`src/rtl/fpu_pkg.sv`:
```
// fpu_pkg: shared FP op encodings, scheduler states and default latencies
package fpu_pkg;
  localparam logic [2:0] FPU_ADD  = 3'd0;
  localparam logic [2:0] FPU_MUL  = 3'd1;
  localparam logic [2:0] FPU_DIV  = 3'd2;
  localparam logic [2:0] FPU_SQRT = 3'd3;
  typedef enum logic [1:0] {IDLE, EXEC, RESP} sched_state_t;
  localparam int DEF_ADD_LAT  = 1;
  localparam int DEF_MUL_LAT  = 4;
  localparam int DEF_DIV_LAT  = 8;
  localparam int DEF_SQRT_LAT = 16;
  localparam int DEF_CNT_W    = 5;
endpackage

```
`src/rtl/rr_arbiter2.sv`:
```
// rr_arbiter2: two-way round-robin arbiter with one-hot grant
module rr_arbiter2 (
  input  logic       clk,
  input  logic       rst_n,
  input  logic [1:0] req,
  input  logic       accept,
  output logic [1:0] gnt
);
  logic last_grant;
  // When both request, favour the one not granted last time
  always_comb gnt = (req == 2'b11) ? (last_grant ? 2'b01 : 2'b10) : req;
  // Remember who won, so reset leaves req0 first in line
  always_ff @(posedge clk or negedge rst_n)
    if (!rst_n) last_grant <= 1'b1;
    else if (accept) last_grant <= gnt[1];
endmodule

```
`src/rtl/fp_op_scheduler.sv`:
```
// fp_op_scheduler: shares one fp_alu between two requesters; define FPU_SQRT_EN to make op 3 (SQRT) legal
module fp_op_scheduler
  import fpu_pkg::*;
#(
  parameter int ADD_LAT  = DEF_ADD_LAT,
  parameter int MUL_LAT  = DEF_MUL_LAT,
  parameter int DIV_LAT  = DEF_DIV_LAT,
  parameter int SQRT_LAT = DEF_SQRT_LAT,
  parameter int CNT_W    = DEF_CNT_W
) (
  input  logic        cpu_clk,
  input  logic        rst_n,
  input  logic        req0_valid,
  output logic        req0_ready,
  input  logic [2:0]  req0_op,
  input  logic [31:0] req0_a,
  input  logic [31:0] req0_b,
  input  logic        req1_valid,
  output logic        req1_ready,
  input  logic [2:0]  req1_op,
  input  logic [31:0] req1_a,
  input  logic [31:0] req1_b,
  output logic        rsp_valid,
  input  logic        rsp_ready,
  output logic        rsp_id,
  output logic [31:0] rsp_data,
  output logic        rsp_err,
  output logic [31:0] alu_a,
  output logic [31:0] alu_b,
  output logic [2:0]  alu_sel,
  input  logic [31:0] alu_out,
  output logic        busy
);
  sched_state_t state, state_nxt;
  logic [CNT_W-1:0] cnt, lat_m1;
  logic [1:0] gnt;
  logic accept, sel_id, legal;
  logic [2:0] sel_op;
  logic [31:0] sel_a, sel_b;

  rr_arbiter2 u_arb (
    .clk    (cpu_clk),
    .rst_n  (rst_n),
    .req    ({req1_valid, req0_valid}),
    .accept (accept),
    .gnt    (gnt)
  );

  assign req0_ready = rst_n && state == IDLE && gnt[0];
  assign req1_ready = rst_n && state == IDLE && gnt[1];
  assign accept     = req0_ready | req1_ready;
  assign sel_id     = gnt[1];
  assign sel_op     = sel_id ? req1_op : req0_op;
  assign sel_a      = sel_id ? req1_a : req0_a;
  assign sel_b      = sel_id ? req1_b : req0_b;
  assign rsp_valid  = state == RESP;
  assign busy       = state != IDLE;

  // Decode legality and countdown preload of the granted op
  always_comb begin
`ifdef FPU_SQRT_EN
    legal = sel_op <= FPU_SQRT;
`else
    legal = sel_op <= FPU_DIV;
`endif
    lat_m1 = sel_op == FPU_ADD ? CNT_W'(ADD_LAT - 1) :
             sel_op == FPU_MUL ? CNT_W'(MUL_LAT - 1) :
             sel_op == FPU_DIV ? CNT_W'(DIV_LAT - 1) : CNT_W'(SQRT_LAT - 1);
  end

  // Next state: illegal ops skip the ALU and respond straight away
  always_comb begin
    state_nxt = state;
    if (state == IDLE && accept) state_nxt = legal ? EXEC : RESP;
    else if (state == EXEC && cnt == '0) state_nxt = RESP;
    else if (state == RESP && rsp_ready) state_nxt = IDLE;
  end

  // State register
  always_ff @(posedge cpu_clk or negedge rst_n)
    if (!rst_n) state <= IDLE;
    else state <= state_nxt;

  // Operand latch on accept, latency countdown, result capture
  always_ff @(posedge cpu_clk or negedge rst_n)
    if (!rst_n) begin
      alu_a    <= '0;
      alu_b    <= '0;
      alu_sel  <= '0;
      rsp_id   <= 1'b0;
      rsp_data <= '0;
      rsp_err  <= 1'b0;
      cnt      <= '0;
    end else if (state == IDLE && accept) begin
      alu_a    <= sel_a;
      alu_b    <= sel_b;
      alu_sel  <= sel_op;
      rsp_id   <= sel_id;
      rsp_data <= '0;
      rsp_err  <= !legal;
      cnt      <= lat_m1;
    end else if (state == EXEC) begin
      cnt <= cnt - 1'b1;
      if (cnt == '0) begin
        rsp_data <= alu_out;
        rsp_err  <= 1'b0;
      end
    end
endmodule

```
`config.mk`:
```
export PLATFORM = sky130hd
export DESIGN_NAME = fp_op_scheduler
export DESIGN_NICKNAME = d
export VERILOG_FILES = /design/src/rtl/fpu_pkg.sv /design/src/rtl/rr_arbiter2.sv /design/src/rtl/fp_op_scheduler.sv
export SDC_FILE = /design/constraint.sdc
export NUM_CORES = 1
export LEC_CHECK = 0
export ABC_AREA = 1
export BUFFER_PORTS_ARGS = -buffer_cell sky130_fd_sc_hd__buf_2
export CORE_MARGIN = 1.5
export CORE_UTILIZATION = 45
export CTS_CLUSTER_SIZE = 25
export DETAILED_ROUTE_END_ITERATION = 10
export GPL_TIMING_DRIVEN = 0
export HOLD_SLACK_MARGIN = 0.03
export PLACE_DENSITY = 0.81
export SLEW_MARGIN = 20
export SYNTH_ARGS = -nofsm -noshare
export SYNTH_HDL_FRONTEND = slang
export SYNTH_SLANG_ARGS = --single-unit
export TNS_END_PERCENT = 1
```
`constraint.sdc`:
```
create_clock -name cpu_clk -period 1.7 [get_ports cpu_clk]
set_input_delay 0 -clock cpu_clk [delete_from_list [all_inputs] [get_ports cpu_clk]]
set_output_delay 0 -clock cpu_clk [all_outputs]
set_load 0.005 [all_outputs]
```
==> results.toml, run 1 <==
[floorplan]
core_region_area_sq_mm = 0.0107
boundaryPins = 276
die_area_sq_mm = 0.0116
initial_utilization_pct = 45.8
floorplan.rows = 38
chipHeight_um = 108
die_width_um = 108

[power]
p_leak_nw = 4.42
design_power_total_w = 0.0112
power.ir.vdd_worst_uv = 771
power_density_mw_per_mm2 = 1310

[logic_synthesis]
synth.area.top_cells = "dfrtp_1, nand2_1, a31oi_1"
synth_edf_count = 0
synth_flop_cell = "dfrtp_1"
synth-seq-area-share_pct = 55.4
synth-seq-cells = 109
total_standard_cell_area_after_synthesis_sq_mm = 0.00493
synthCells = 590
synth.net_count = 762
synth.lib_cells_used.distinct = 26
synth-warning-count = 0
synth.largest_area_cell = "dfrtp_1"
post-synth-top-area-fraction_pct = 54.9
mapped_avg_cell_area_sq_um = 8.35
synth_async_sr_flop_share_pct = 100

[sta]
fin_crit_sh_pct = 104
final_period_minus_worst_setup_slack_ps = 1770
slew_headroom_pct = 71.9
fin_tns_setup_ps = -65.0
transition_time_at_the_pin_with_the_least_slew_margin_ps = 420
rsz0062_at_grt = "true"
max_freq_ghz = 0.567
hold_viol_final = 0
final_critical_path_setup_slack_ps = -65.0
report.final.slew_viol_count = 0
fin_worst_hold_slack_ps = 67.7
timing.clock.skew_ps = 23.1
final-setup-viol-count = 1

[setup_path]
critical_path_peak_fanout = 10
worstPathBufferInverterCount = 2
crit_path_max_incr_delay_ps = 590
critPathArrivalTime_ps = 2020
path_cells = "nand3_1, nand2_2, nand2_2, nand2_4, buf_12, buf_8, nor2_1, a31oi_1"
critical-path-top-cell-by-count = "nand2_2"
slowest_stage = "dfstp_2"
cpLargestDelayFamily = "flip-flops"
worst_setup_path_end_kind = "flop"
data_required_time_of_the_critical_path_ps = 1950
worstSetupPathType = "flop to flop"
start_kind = "flop"

[min_path]
worstHoldPathType = "primary input to flop"

[detailed_routing]
drt_iter0_markers = 693
postRouteAntennaNets = 0
drt_first_pass_iters = 7
post_drt_via_cell_ratio = 5.58
vias_post_dr = 6657
routed_wirelength_um = 22800
remaining_drc_errors = 0
wire_per_inst_um = 19.1

[clocking]
cts_root_buf = "clkbuf_8"
clkLatencyLatePin_ps = 380
tritoncts_clock_tree = "done"
clock_sink_count = 109
cts-htree-levels = 3
cts_buffer_depth = 2
tritoncts.num_buffers = 9
clkTransAtPathRegs_ps = 100

[placed_design]
dpl.hpwl_um = 11300
numPlacedInstances = 1006
placement.cell_area_sq_mm = 0.00651
port_buffers = 275
gpl.final_weighted_congestion = 0.842

[finish]
most-common-layout-cells = "buf_2, dlygate4sd3_1, nand2_1, dfrtp_1, nor2_1"
synthToLayoutAreaGrowth_pct = 73.2
mostFrequentLayoutCell = "buf_2"
fillers = 603
multi_input_comb_area_sq_mm = 0.00186
seqCellArea_sq_mm = 0.00273
finish.cell_count_without_fillers = 1193
drive_above_1_share_pct = 33.3
fin_area_sq_mm = 0.00853
finalNetCount = 1216

[grt]
number_of_global_route_vias_before_repair = 6681
grt_start_max_net_pins = 78
initial_antenna_violation_count = 4
global_route_wire_length_before_repair_um = 32800
grt.overflow.total = 0
overall_track_demand_over_capacity_in_global_routing_pct = 36.9

[run_status]
outcome = "finished with violations"
violations = "negative setup slack"

[flow_run]
drv.max_cap_violation_count = 0
## final cells by class
type	count	share of cell area, %
clock inverter	4	0.880
multi-input combinational	392	21.8
timing repair buffer	443	36.2
clock buffer	12	1.58
inverter	50	2.20
antenna	4	0.117
buffer	39	3.21
sequential	109	32.0
tap	140	2.05
## cell families after synthesis
family	share of synthesized area, %
buffers and inverters	8.03
flip-flops	55.4
AND/OR/NAND/NOR	23.1
adder cells (fa/ha/maj)	0.254
AO/OA/AOI/OAI	13.0
XOR/XNOR	0.178
## final timing paths
path / startpoint / to / slack (ps) / depth (start not counted)
min in group asynchronous: rst_n / rsp_data[0]$_DFFE_PN0P_ / 120 / 3
min: req0_op[1] / alu_sel[1]$_DFFE_PN0P_ / 70 / 5
min reg2reg: alu_sel[1]$_DFFE_PN0P_ / alu_sel[1]$_DFFE_PN0P_ / 500 / 2
max reg2reg: u_arb.last_grant$_DFFE_PN1P_ / alu_a[7]$_DFFE_PN0P_ / -70 / 8
max: u_arb.last_grant$_DFFE_PN1P_ / alu_a[7]$_DFFE_PN0P_ / -70 / 8
max in group asynchronous: rst_n / alu_a[14]$_DFFE_PN0P_ / 930 / 4
## per-layer routing
metal / share of wire, % / up-vias / track usage, %
met3: 10 / 167 / 9.08
li1: - / 2841 / -
met2: 48 / 575 / 62.9
met5: 0 / - / 0
met4: 7.5 / 0 / 23.3
met1: 34 / 3074 / 41.3
## stage by stage
stage	util, %	setup WS, ps
3_3_place_gp	60.3	-1630
4_1_cts	78.2	-1.04
2_1_floorplan	-	178
6_report	79.4	-65.0
3_5_place_dp	60.6	-80.3
5_1_grt	79.4	-148
## repair_timing
item | 4_1_cts | 5_1_grt
hold endpoints to repair | 207 | 0
gates resized for setup | 11 | 29
endpoints found under the setup margin | 69 | 96
setup buffers | 0 | 3
hold buffers | 164 | 0
pin swaps | 1 | 2
## cell usage after synthesis, types with 3 or more instances
library cell    n
buf_6           3
inv_1          47
buf_2          31
o21ai_0        32
nand2_2         3
clkbuf_1        5
a31oi_1        64
nand2_1       160
inv_2           3
nor2_1         71
o21ai_1         3
dfrtp_1       108
a21oi_1         5
nand3_1        41
## power by group
group	switching [W]	leakage, nW	internal (W)
Combinational	0.00278	3.02	0.00221
Clock	0.000885	0.0968	0.000834
Sequential	0.000788	1.31	0.00371
Total	0.00445	4.42	0.00676
## sequential cells by signal, summed over array words and instances (netlist names)
signal            cells
rsp_id                1
cnt                   5
state                 2
alu_sel               3
u_arb.last_grant      1
alu_b                32
rsp_err               1
alu_a                32
rsp_data             32
## worst reg2reg max path, delay by kind of cell (launching register included)
| kind | cells | cell delay (ps) |
|---|---|---|
| and+or+nand+nor | 5 | 480 |
| DFF | 1 | 590 |
| buffers and inverters | 2 | 300 |
| AOI/OAI and AO/OA | 1 | 280 |
No activity file was read; power rests on OpenSTA's default activity.
==> run 2: changes to the inputs <==
--- a/config.mk
+++ b/config.mk
@@ -12,7 +12,8 @@
 export CTS_CLUSTER_SIZE = 25
 export DETAILED_ROUTE_END_ITERATION = 10
 export GPL_TIMING_DRIVEN = 0
-export HOLD_SLACK_MARGIN = 0.03
+export HOLD_SLACK_MARGIN = 0.1
+export MAX_ROUTING_LAYER = met4
 export PLACE_DENSITY = 0.81
 export SLEW_MARGIN = 20
 export SYNTH_ARGS = -nofsm -noshare
==> run 2 against run 1 <==
  * Sequential cell count is the same
  * Clock skew decreased by 1.9 ps
  * Largest power group unchanged
  * Largest cell class unchanged
  * The run still ends with negative setup slack left
  * First-iteration DRC count is 20% lower
  * Non-clock buffer count up 8
  * Critical path type unchanged
  * Register-to-register slack about the same
  * Combinational power grew 3%
  * Fmax up 0.84%
==> results.toml, run 2 (synthesis results as in run 1) <==
[sta]
transition_time_at_the_pin_with_the_least_slew_margin_ps = 428
max_freq_ghz = 0.571
hold_viol_final = 0
report.final.slew_viol_count = 0
timing.clock.skew_ps = 21.2
rsz0062_at_grt = "true"
final_critical_path_setup_slack_ps = -50.4
fin_crit_sh_pct = 103
fin_tns_setup_ps = -115
final_period_minus_worst_setup_slack_ps = 1750
final-setup-viol-count = 3
slew_headroom_pct = 71.4

[grt]
global_route_wire_length_before_repair_um = 33000
overall_track_demand_over_capacity_in_global_routing_pct = 38.3
grt.busiest_layer = "met2"
met3_usage_pct = 7.57
grt_start_max_net_pins = 78
grt.overflow.total = 0
number_of_global_route_vias_before_repair = 6759
groute.layer.met2.usage_pct = 63.3
initial_antenna_violation_count = 3
met1_usage_pct = 41.7

[placed_design]
gpl.final_weighted_congestion = 0.855
port_buffers = 275
dpl.hpwl_um = 11300
numPlacedInstances = 1006
preCtsSetupSlack_ps = -80.3

[floorplan]
die_width_um = 108
chipHeight_um = 108
floorplan.rows = 38
initial_utilization_pct = 45.8
die_area_sq_mm = 0.0116
boundaryPins = 276
core_region_area_sq_mm = 0.0107

[power]
power_density_mw_per_mm2 = 1310
p_leak_nw = 4.48
power.ir.vdd_worst_uv = 711

[finish]
drive_above_1_share_pct = 33.4
most-common-layout-cells = "buf_2, dlygate4sd3_1, nand2_1, dfrtp_1, nor2_1"
finalNetCount = 1224
mostFrequentLayoutCell = "buf_2"
reg_top3 = "alu_a (32), alu_b (32), rsp_data (32)"
finish.cell_count_without_fillers = 1200
synthToLayoutAreaGrowth_pct = 76.0

[setup_path]
critPathLaunch = "u_arb.last_grant$_DFFE_PN1P_"
start_kind = "flop"
r2r.worst_path.cells = 6
worstSetupPathType = "flop to flop"
critical_path.reg2reg.startpoint = "u_arb.last_grant$_DFFE_PN1P_"
worst_setup_path_end_kind = "flop"
data_required_time_of_the_critical_path_ps = 1960
critPathCapture = "alu_a[7]$_DFFE_PN0P_"
timing.reg2reg.setup_slack_ps = -50
critical_path_peak_fanout = 10
reg2reg_to = "alu_a[7]$_DFFE_PN0P_"
critPathArrivalTime_ps = 2010

[clocking]
cts-htree-levels = 3
cts_buffer_depth = 2
clkTransAtPathRegs_ps = 110
clock_sink_count = 109
cts_root_buf = "clkbuf_8"
tritoncts_clock_tree = "done"
tritoncts.num_buffers = 9
clkLatencyLatePin_ps = 370

[flow_run]
drv.max_cap_violation_count = 0

[detailed_routing]
wire_per_inst_um = 19.3
drt_iter0_markers = 555
postRouteAntennaNets = 0
routed_wirelength_um = 23200
vias_post_dr = 6738
remaining_drc_errors = 0
post_drt_via_cell_ratio = 5.62
drt_first_pass_iters = 6

[min_path]
worstHoldPathType = "primary input to flop"

[run_status]
outcome = "finished with violations"
violations = "negative setup slack"
run 2: worst min-delay path by stage:
stage	from	to	slack, ps	cells past startpoint
after global routing	rst_n	rsp_data[0]$_DFFE_PN0P_	140	3
after CTS	req1_op[2]	alu_sel[2]$_DFFE_PN0P_	100	5
after detailed placement	rst_n	rsp_data[0]$_DFFE_PN0P_	-90	1
after global placement	alu_out[0]	rsp_data[0]$_DFFE_PN0P_	250	3
after floorplan	rst_n	alu_a[0]$_DFFE_PN0P_	-300	0
final	req1_op[2]	alu_sel[2]$_DFFE_PN0P_	110	5
run 2: power by group:
group | switching, W | internal, W
sequential | 0.000768 | 0.00372
clock | 0.000894 | 0.000835
combinational | 0.00285 | 0.00230
total | 0.00451 | 0.00685
run 2: what timing repair did:
action / 4_1_cts / 5_1_grt
endpoints found under the setup margin: 69 / 96
cloned: 0 / 1
pin swaps: 1 / 5
buffers inserted: 0 / 4
resized for setup: 11 / 38
hold endpoints to repair: 211 / 0
hold buffers: 170 / 0
run 2: area by class of cell:
class / instances / area [sq um]
flip-flops and latches: 109 / 2730
well taps: 140 / 175
clock inverters: 4 / 75.1
clock buffers: 12 / 135
diodes: 3 / 7.51
repair buffers: 451 / 3180
plain buffers: 39 / 285
multi-input cells: 392 / 1900
inverters: 50 / 188
fillers: 578 / 2070
run 2: worst max-delay path, cell delays in order, from the launching register on:
cell	delay [ps]
dfstp_2	610
nand2_1	130
nand2_2	130
buf_6	170
clkbuf_4	230
nand2_1	80
a31oi_1	290
run 2: metal layers:
metal	wire length [um]	share of wire, %	vias up
met1	7830	34	3071
met4	2000	8.6	0
met2	11100	48	616
li1	-	-	2854
met5	0	0	-
met3	2240	9.7	197
run 2: through the flow:
stage / instance area [sq um] / util, % / total power, W / hold slack (ps)
finish: 8670 / 80.7 / 0.0114 / 113
global route: 8670 / 80.7 / 0.0119 / 139
CTS: 8460 / 78.8 / 0.0105 / 102
detailed placement: 6510 / 60.6 / 0.00843 / -92.9
global placement: 6480 / 60.3 / 0.00830 / 250
floorplan: 4930 / - / 0.00650 / -296
